### src/rtl/mdu_seq.sv
// Iterative RV32M multiply/divide sequencer: radix-2 shift-add multiply and restoring divide.
// The divide datapath exists only when MDU_DIV_EN is defined; otherwise div/rem ops return 0.
module mdu_seq #(
  parameter int unsigned XLEN = 32
) (
  input  logic            clk,
  input  logic            rst,
  input  logic            start,
  input  logic            flush,
  input  logic [2:0]      funct3,
  input  logic [XLEN-1:0] op_a,
  input  logic [XLEN-1:0] op_b,
  output logic            stall,
  output logic            done,
  output logic [XLEN-1:0] result
);

  localparam int unsigned CntW = $clog2(XLEN) + 1;

  typedef enum logic [1:0] {StIdle, StCalc, StFin} state_e;

  state_e            state_q, state_d;
  logic [CntW-1:0]   count_q, count_d;
  logic [XLEN-1:0]   acc_q, acc_d;
  logic [XLEN-1:0]   lo_q, lo_d;
  logic [XLEN-1:0]   opb_q, opb_d;
  logic [2:0]        funct3_q, funct3_d;
  logic              sign_a_q, sign_a_d;
  logic              sign_b_q, sign_b_d;
  logic              done_q, done_d;
  logic [XLEN-1:0]   result_q, result_d;

  logic              in_sign_a, in_sign_b;
  logic [XLEN-1:0]   mag_a, mag_b;
  logic [XLEN:0]     mul_sum;
  logic [XLEN-1:0]   step_acc, step_lo, fin_res;
  logic [2*XLEN-1:0] prod, prod_f;
  logic [XLEN-1:0]   mul_res;
`ifdef MDU_DIV_EN
  logic [XLEN:0]     div_shift, div_diff;
  logic [XLEN-1:0]   div_acc, div_lo, div_res;
  logic              div_ovf;
`endif

  // MULH, MULHSU, DIV, REM treat rs1 as signed; MULH, DIV, REM also rs2.
  always_comb begin
    in_sign_a = (funct3 == 3'b001) || (funct3 == 3'b010) || (funct3 == 3'b100) ||
                (funct3 == 3'b110);
    in_sign_b = (funct3 == 3'b001) || (funct3 == 3'b100) || (funct3 == 3'b110);
    mag_a = (in_sign_a && op_a[XLEN-1]) ? -op_a : op_a;
    mag_b = (in_sign_b && op_b[XLEN-1]) ? -op_b : op_b;
  end

  // One iteration of the datapath plus the sign fix-up of the finished value.
  always_comb begin
    mul_sum  = {1'b0, acc_q} + (lo_q[0] ? {1'b0, opb_q} : '0);
    prod     = {mul_sum[XLEN:1], mul_sum[0], lo_q[XLEN-1:1]};
    prod_f   = (sign_a_q ^ sign_b_q) ? -prod : prod;
    mul_res  = (funct3_q[1:0] == 2'b00) ? prod_f[XLEN-1:0] : prod_f[2*XLEN-1:XLEN];
    step_acc = prod[2*XLEN-1:XLEN];
    step_lo  = prod[XLEN-1:0];
    fin_res  = mul_res;
`ifdef MDU_DIV_EN
    div_shift = {acc_q, lo_q[XLEN-1]};
    div_diff  = div_shift - {1'b0, opb_q};
    if (!div_diff[XLEN]) begin
      div_acc = div_diff[XLEN-1:0];
      div_lo  = {lo_q[XLEN-2:0], 1'b1};
    end else begin
      div_acc = div_shift[XLEN-1:0];
      div_lo  = {lo_q[XLEN-2:0], 1'b0};
    end
    if (funct3_q[1]) begin
      div_res = sign_a_q ? -div_acc : div_acc;
    end else begin
      div_res = (sign_a_q ^ sign_b_q) ? -div_lo : div_lo;
    end
    if (funct3_q[2]) begin
      step_acc = div_acc;
      step_lo  = div_lo;
      fin_res  = div_res;
    end
    div_ovf = (op_a == {1'b1, {(XLEN-1){1'b0}}}) && (op_b == '1) && !funct3[0];
`endif
  end

  always_comb begin
    state_d  = state_q;
    count_d  = count_q;
    acc_d    = acc_q;
    lo_d     = lo_q;
    opb_d    = opb_q;
    funct3_d = funct3_q;
    sign_a_d = sign_a_q;
    sign_b_d = sign_b_q;
    done_d   = 1'b0;
    result_d = result_q;
    stall    = 1'b0;
    unique case (state_q)
      StIdle: begin
        if (start && !flush) begin
          stall    = 1'b1;
          funct3_d = funct3;
          sign_a_d = in_sign_a && op_a[XLEN-1];
          sign_b_d = in_sign_b && op_b[XLEN-1];
          count_d  = CntW'(XLEN);
          acc_d    = '0;
          lo_d     = mag_a;
          opb_d    = mag_b;
          state_d  = StCalc;
          if (funct3[2]) begin
`ifdef MDU_DIV_EN
            if (op_b == '0) begin
              state_d  = StFin;
              done_d   = 1'b1;
              result_d = funct3[1] ? op_a : '1;
            end else if (div_ovf) begin
              state_d  = StFin;
              done_d   = 1'b1;
              result_d = funct3[1] ? '0 : op_a;
            end
`else
            state_d  = StFin;
            done_d   = 1'b1;
            result_d = '0;
`endif
          end
        end
      end
      StCalc: begin
        stall = 1'b1;
        if (flush) begin
          state_d = StIdle;
        end else begin
          acc_d   = step_acc;
          lo_d    = step_lo;
          count_d = count_q - CntW'(1);
          if (count_q == CntW'(1)) begin
            state_d  = StFin;
            done_d   = 1'b1;
            result_d = fin_res;
          end
        end
      end
      StFin: state_d = StIdle;
      default: state_d = StIdle;
    endcase
  end

  always_ff @(posedge clk) begin
    if (rst) begin
      state_q  <= StIdle;
      count_q  <= '0;
      acc_q    <= '0;
      lo_q     <= '0;
      opb_q    <= '0;
      funct3_q <= '0;
      sign_a_q <= 1'b0;
      sign_b_q <= 1'b0;
      done_q   <= 1'b0;
      result_q <= '0;
    end else begin
      state_q  <= state_d;
      count_q  <= count_d;
      acc_q    <= acc_d;
      lo_q     <= lo_d;
      opb_q    <= opb_d;
      funct3_q <= funct3_d;
      sign_a_q <= sign_a_d;
      sign_b_q <= sign_b_d;
      done_q   <= done_d;
      result_q <= result_d;
    end
  end

  assign done   = done_q;
  assign result = result_q;

endmodule
### config.mk
export PLATFORM = sky130hd
export DESIGN_NAME = mdu_seq
export DESIGN_NICKNAME = d
export VERILOG_FILES = /design/src/rtl/mdu_seq.sv
export SDC_FILE = /design/constraint.sdc
export NUM_CORES = 1
export LEC_CHECK = 0
export CORE_MARGIN = 4
export CORE_UTILIZATION = 58
export DETAILED_ROUTE_END_ITERATION = 7
export HOLD_SLACK_MARGIN = 0.03
export PLACE_DENSITY = 0.8
export SYNTH_ARGS = -nofsm -noshare
export SYNTH_HDL_FRONTEND = slang
export SYNTH_SLANG_ARGS = --single-unit
export TNS_END_PERCENT = 1
### constraint.sdc
create_clock -name clk -period 4.4 [get_ports clk]
set_clock_uncertainty 0.15 [all_clocks]
set_input_delay 0.88 -clock clk [delete_from_list [all_inputs] [get_ports clk]]
set_output_delay 0.88 -clock clk [all_outputs]
set_load 0.02 [all_outputs]
# After elaboration in Yosys (flattened, before gate mapping)
# Cells that the tools add are included.
[totals] reg_bits=141 wordCells=74 inputBits=71
[classes] eq_ne=11 addsub=5 reduce_logical=16 n_mux=31 bitwise_logic=1
[op_table] operator="32-bit two-way mux" count=12
[op_table] operator="32-bit one-hot mux with 2 select lines" count=3
[op_table] operator="64-bit two-way mux" count=1
[op_table] operator="32-bit negation" count=2
[op_table] operator="64-bit negation" count=1
[op_table] operator="32-bit by 32-bit adder with 33-bit output" count=1
[op_table] operator="6-bit two-way mux" count=2
[op_table] operator="6-bit one-hot mux with 2 select lines" count=1
[op_table] operator="2-bit two-way mux" count=4
[op_table] operator="2-bit != test (second input constant)" count=4
[op_table] operator="3-bit == test (second input constant)" count=2
[op_table] operator="6-bit by 1-bit == test with 1-bit output (second input constant)" count=1
[op_table] operator="6-bit by 1-bit subtractor with 6-bit output (second input constant)" count=1
[op_table] operator="1-bit logical OR" count=5
[op_table] operator="1-bit two-way mux" count=5
[op_table] operator="5-bit AND reduction" count=1
[op_table] operator="2-bit zero test" count=2
[op_table] operator="1-bit one-hot mux with 2 select lines" count=2
[op_table] operator="2-bit one-hot mux with 2 select lines" count=1
[op_table] operator="2-bit AND reduction" count=2
[op_table] operator="3-bit by 1-bit == test with 1-bit output (second input constant)" count=1
[op_table] operator="3-bit by 2-bit == test with 1-bit output (second input constant)" count=1
[op_table] operator="1-bit logical AND" count=3
[op_table] operator="3-bit != test (second input constant)" count=1
[op_table] operator="other kinds (5)" count=5

# Longest topological paths before layout
# Gate-level depths: netlist of run 1.
[logic_depth] ltp_word=8 depth_mapped=16

# Worst setup path after synthesis of run 1
# Ideal clock, no wire load.
[synth_path] path_kind="reg-to-reg" from="reg lo_q[0]" to="reg result_q[30] (netlist: result[30])" arrival_ns=3.616 path_buffers=1 stages_incl_launch_ff=16 setup_time_ns=0.119 path_slack_ns=0.515 t_required_ns=4.131 period_less_slack_ns=3.885 path_cell_list="dfxtp_1 clkbuf_1 and2_1 ha_1 fa_1 a21o_1 a221oi_2 o21ai_0 xnor2_1 nand4_1 or4b_4 nor4_4 a41oi_1 xor2_1 nor2_1 o21ai_1"
[synth_between] elab_chain_cells=8
[synth_rtl] element="start: declaration" line_no="25" source="logic [XLEN-1:0] lo_q, lo_d;"
[synth_rtl] element="start signal: assignment" line_no="166" source="lo_q <= lo_d;"
[synth_rtl] element="32-bit two-way mux *" line_no="56" source="mul_sum = {1'b0, acc_q} + (lo_q[0] ? {1'b0, opb_q} : '0);"
[synth_rtl] element="32-bit by 32-bit adder with 33-bit output *" line_no="56"
[synth_rtl] element="64-bit negation" line_no="58" source="prod_f = (sign_a_q ^ sign_b_q) ? -prod : prod;"
[synth_rtl] element="64-bit two-way mux *" line_no="58"
[synth_rtl] element="32-bit two-way mux *" line_no="59" source="mul_res = (funct3_q[1:0] == 2'b00) ? prod_f[XLEN-1:0] : prod_f[2*XLEN-1:XLEN];"
[synth_rtl] element="32-bit two-way mux *" line_no="138" source="if (count_q == CntW'(1)) begin"
[synth_rtl] element="32-bit two-way mux *" line_no="132" source="if (flush) begin"
[synth_rtl] element="32-bit one-hot mux with 2 select lines *" line_no="99" source="unique case (state_q)"
[synth_rtl] element="end signal: assignment" line_no="172" source="result_q <= result_d;"
[synth_rtl] element="end: declaration" line_no="31" source="logic [XLEN-1:0] result_q, result_d;"
# Every way passes the cells marked *; elsewhere a longest branch is shown, timed or not. The select of a mux whose other input is x is not followed.
# A chain may end at the register's enable or synchronous reset.

# Worst setup path after layout of run 1
[layout_path] from="reg lo_q[0]" to="reg result_q[17] (netlist: result[17])"
# The elaborated chain is that of the path after synthesis.

==> results.txt, run 1 <==
Ports -> 105
first-iteration detailed-routing DRC count -> 997
CP required -> 4.58 ns
P_leak -> 4.75 nW
DRC -> 0
leading area contributor after synthesis -> dfxtp_1
first-pass GRT wire length -> 50300 um
Syn Nets -> 1502
largest net degree at the start of global routing -> 96
core area -> 0.0174 mm^2
f_max -> 236 MHz
HPWL Detailed -> 22700 um
Clock Pin Slew Worst Setup and Hold Paths -> 0.07 ns
PwrDens -> 301 mW/mm^2
initial antenna violation count -> 0
share of flip-flops with an asynchronous set or reset -> 0
average vias per placed instance -> 6.20
routability congestion estimate -> 1.02
post-layout min period -> 4.24 ns
max cap viols -> 0
critical path startpoint -> lo_q[0]
most common cell type on the critical path -> a21oi_1
Hold Startpoint -> result[29]
WL/cell -> 18.1 um
Num Clock Sinks -> 141
#FFs+latches synth -> 141
CTS tree -> done
Die W -> 142 um
H-tree depth -> 4
Mapped Avg Cell Area -> 7.43 um^2
synth unique cells -> 78
die area -> 0.0201 mm^2
synth-to-layout area growth -> 19.6%
row count -> 48
Final Max Tran Viols -> 0
WS Path Type -> reg -> reg
Sum Neg Setup Slack -> 0 ns
Seq/Total Area, Yosys -> 0.273
Syn. warnings -> 0
CP arrival -> 4.42 ns
Congestion Overflow GR -> 0
CP bufs+invs -> 0
status -> complete, no violations
final hold vios -> 0
CP endpoint kind -> register
fin nets -> 1582
Die Y-Extent -> 142 um
Synth Cell Area -> 0.0104 mm^2
CP max stage cell -> a2111o_1
crit-path max FO -> 29
CP peak stage delay -> 0.47 ns
cell with the most instances after synthesis -> nor2_1
actual slew at the worst max-slew pin -> 0.856 ns
critical path's top delay family -> compound AO/OA/AOI/OAI gates
Final Cycle Share -> 0.965
DR pass1 iterations -> 5
post-synth top area share -> 0.273
ant diodes -> 0
Post-Place Worst Slack -> 0.0294 ns
top cells by count, synth -> nor2_1, a21oi_1, dfxtp_1, nand2_1, xnor2_1
vias in the first global route -> 9714
Max-slew headroom -> 0.429
Hold WC Path Type -> reg -> reg
Max IR drop VDD -> 0.332 mV
worst-path cell chain -> and2_1, ha_1, fa_1, a21o_1, a2111oi_1, o21ai_1, a2111o_1, nand4bb_4, nor4_4, a21oi_1, xnor2_1, a21oi_1, a22o_1
post-synthesis cell count -> 1393
Initial Utilization -> 0.595
final antenna-violating net count -> 0
Final WS setup -> 0.155 ns
worst skew pair latency -> 0.44 ns
number of synthesized flops with an enable pin -> 0
Synth area leaders -> dfxtp_1, nor2_1, a21oi_1
Top FF cell, synth -> dfxtp_1
Util after Layout -> 0.711
IO buf count -> 104
vias -> 10616
share of layout cells above drive strength 1 -> 0.0808
RSZ-0062 raised after global routing -> false
CTS Buf Count -> 17
clk root buf -> clkbuf_16
Routed WL -> 31000 um
CTS Buffer Depth -> 2
Tot GR Track Use -> 0.305
Reg-to-Reg Start -> lo_q[0]
Setup-failing EPs final -> 0
Worst setup SP type -> register
==> logic make-up (layout without fill, tap and decap cells) <==
group / after synthesis / in the layout / synth area share
AOI/OAI and AO/OA: 429 / 429 / 0.268
buffers and inverters: 114 / 207 / 0.0429
and+or+nand+nor: 533 / 533 / 0.253
DFF: 141 / 141 / 0.273
muxes: 3 / 3 / 0.00302
xor gates and xnor gates: 135 / 135 / 0.114
adders and majority gates: 38 / 38 / 0.0466
==> timing repair <==
item | 4_1_cts | 5_1_grt
hold endpoints to repair | 0 | 0
buffers inserted | 0 | 5
hold buffers | 0 | 0
resized for setup | 0 | 8
setup endpoints to repair | 0 | 21
==> flip-flops by register name, summed over array words and instances, names as in the netlist <==
name and count:
funct3_q 2, sign_a_q 1, done 1, acc_q 32, result 32, opb_q 32
sign_b_q 1, state_q 2, lo_q 32, count_q 6
==> placed cells by master, fill, tap and decap left out, types with 17 or more instances in the layout <==
cell,n
a211oi_1,54
a21oi_1,144
a22oi_1,30
and2_1,42
buf_4,45
clkbuf_16,17
clkdlybuf4s50_1,103
dfxtp_1,140
ha_1,37
inv_1,24
nand2_1,111
nand3_1,18
nor2_1,213
nor3_1,42
nor4_1,17
o21ai_0,66
o21ai_1,17
or3_1,21
xnor2_1,76
xor2_1,58
==> area by class of cell <==
type                            instances  area [um^2]
Fill cell                            1475         5040
Multi-Input combinational cell       1138         7130
Inverter                               26         97.6
Timing Repair Buffer                  149         1390
Clock inverter                         15          225
Clock buffer                           17          425
Sequential cell                       141         2830
Tap cell                              225          282
==> power by group <==
group          internal [mW]  switching [mW]
combinational          0.294           0.426
clock                  0.972           0.638
sequential              1.33          0.0638
==> worst reg2reg max path: cells and delay by family (launching register included) <==
| kind | cells | cell delay (ns) |
|---|---|---|
| AO/OA/AOI/OAI | 7 | 1.85 |
| AND/OR/NAND/NOR | 3 | 0.84 |
| adder cells (fa/ha/maj) | 2 | 0.65 |
| flip-flops | 1 | 0.42 |
| XOR/XNOR | 1 | 0.23 |
==> per-stage QoR <==
step | instance area [um^2] | power (mW) | cells | hold WS, ns
6_report | 12400 | 3.72 | 1711 | 0.303
5_1_grt | 12400 | 3.86 | 1711 | 0.335
4_1_cts | 12300 | 3.72 | 1706 | 0.305
3_5_place_dp | 11700 | 2.12 | 1674 | 0.296
3_3_place_gp | 11700 | 2.10 | 1674 | 0.292
2_1_floorplan | 10400 | 1.88 | 1393 | 0.282
==> routing by layer <==
metal	part of all wire	vias up	track usage	wire (um)
met4	0.023	0	0.0889	706
li1	-	5182	-	-
met3	0.074	61	0.0556	2290
met5	0	-	0	0
met2	0.45	408	0.480	14100
met1	0.45	4965	0.427	13900
==> final timing paths <==
kind                              endpoint  slack (ns)  depth (start not counted)
worst max-delay path            result[17]        0.16                         13
worst min-delay path            result[29]        0.30                          2
worst max register to register  result[17]        0.16                         13
worst min register to register  result[29]        0.30                          2
Note: power is estimated with default switching activity, not from simulation.
==> run 2: changes to the inputs <==
SKIP_LAST_GASP = 1   (was default)
==> results of run 2 <==
Final layout, timing and power as in run 1 (identical DEF).
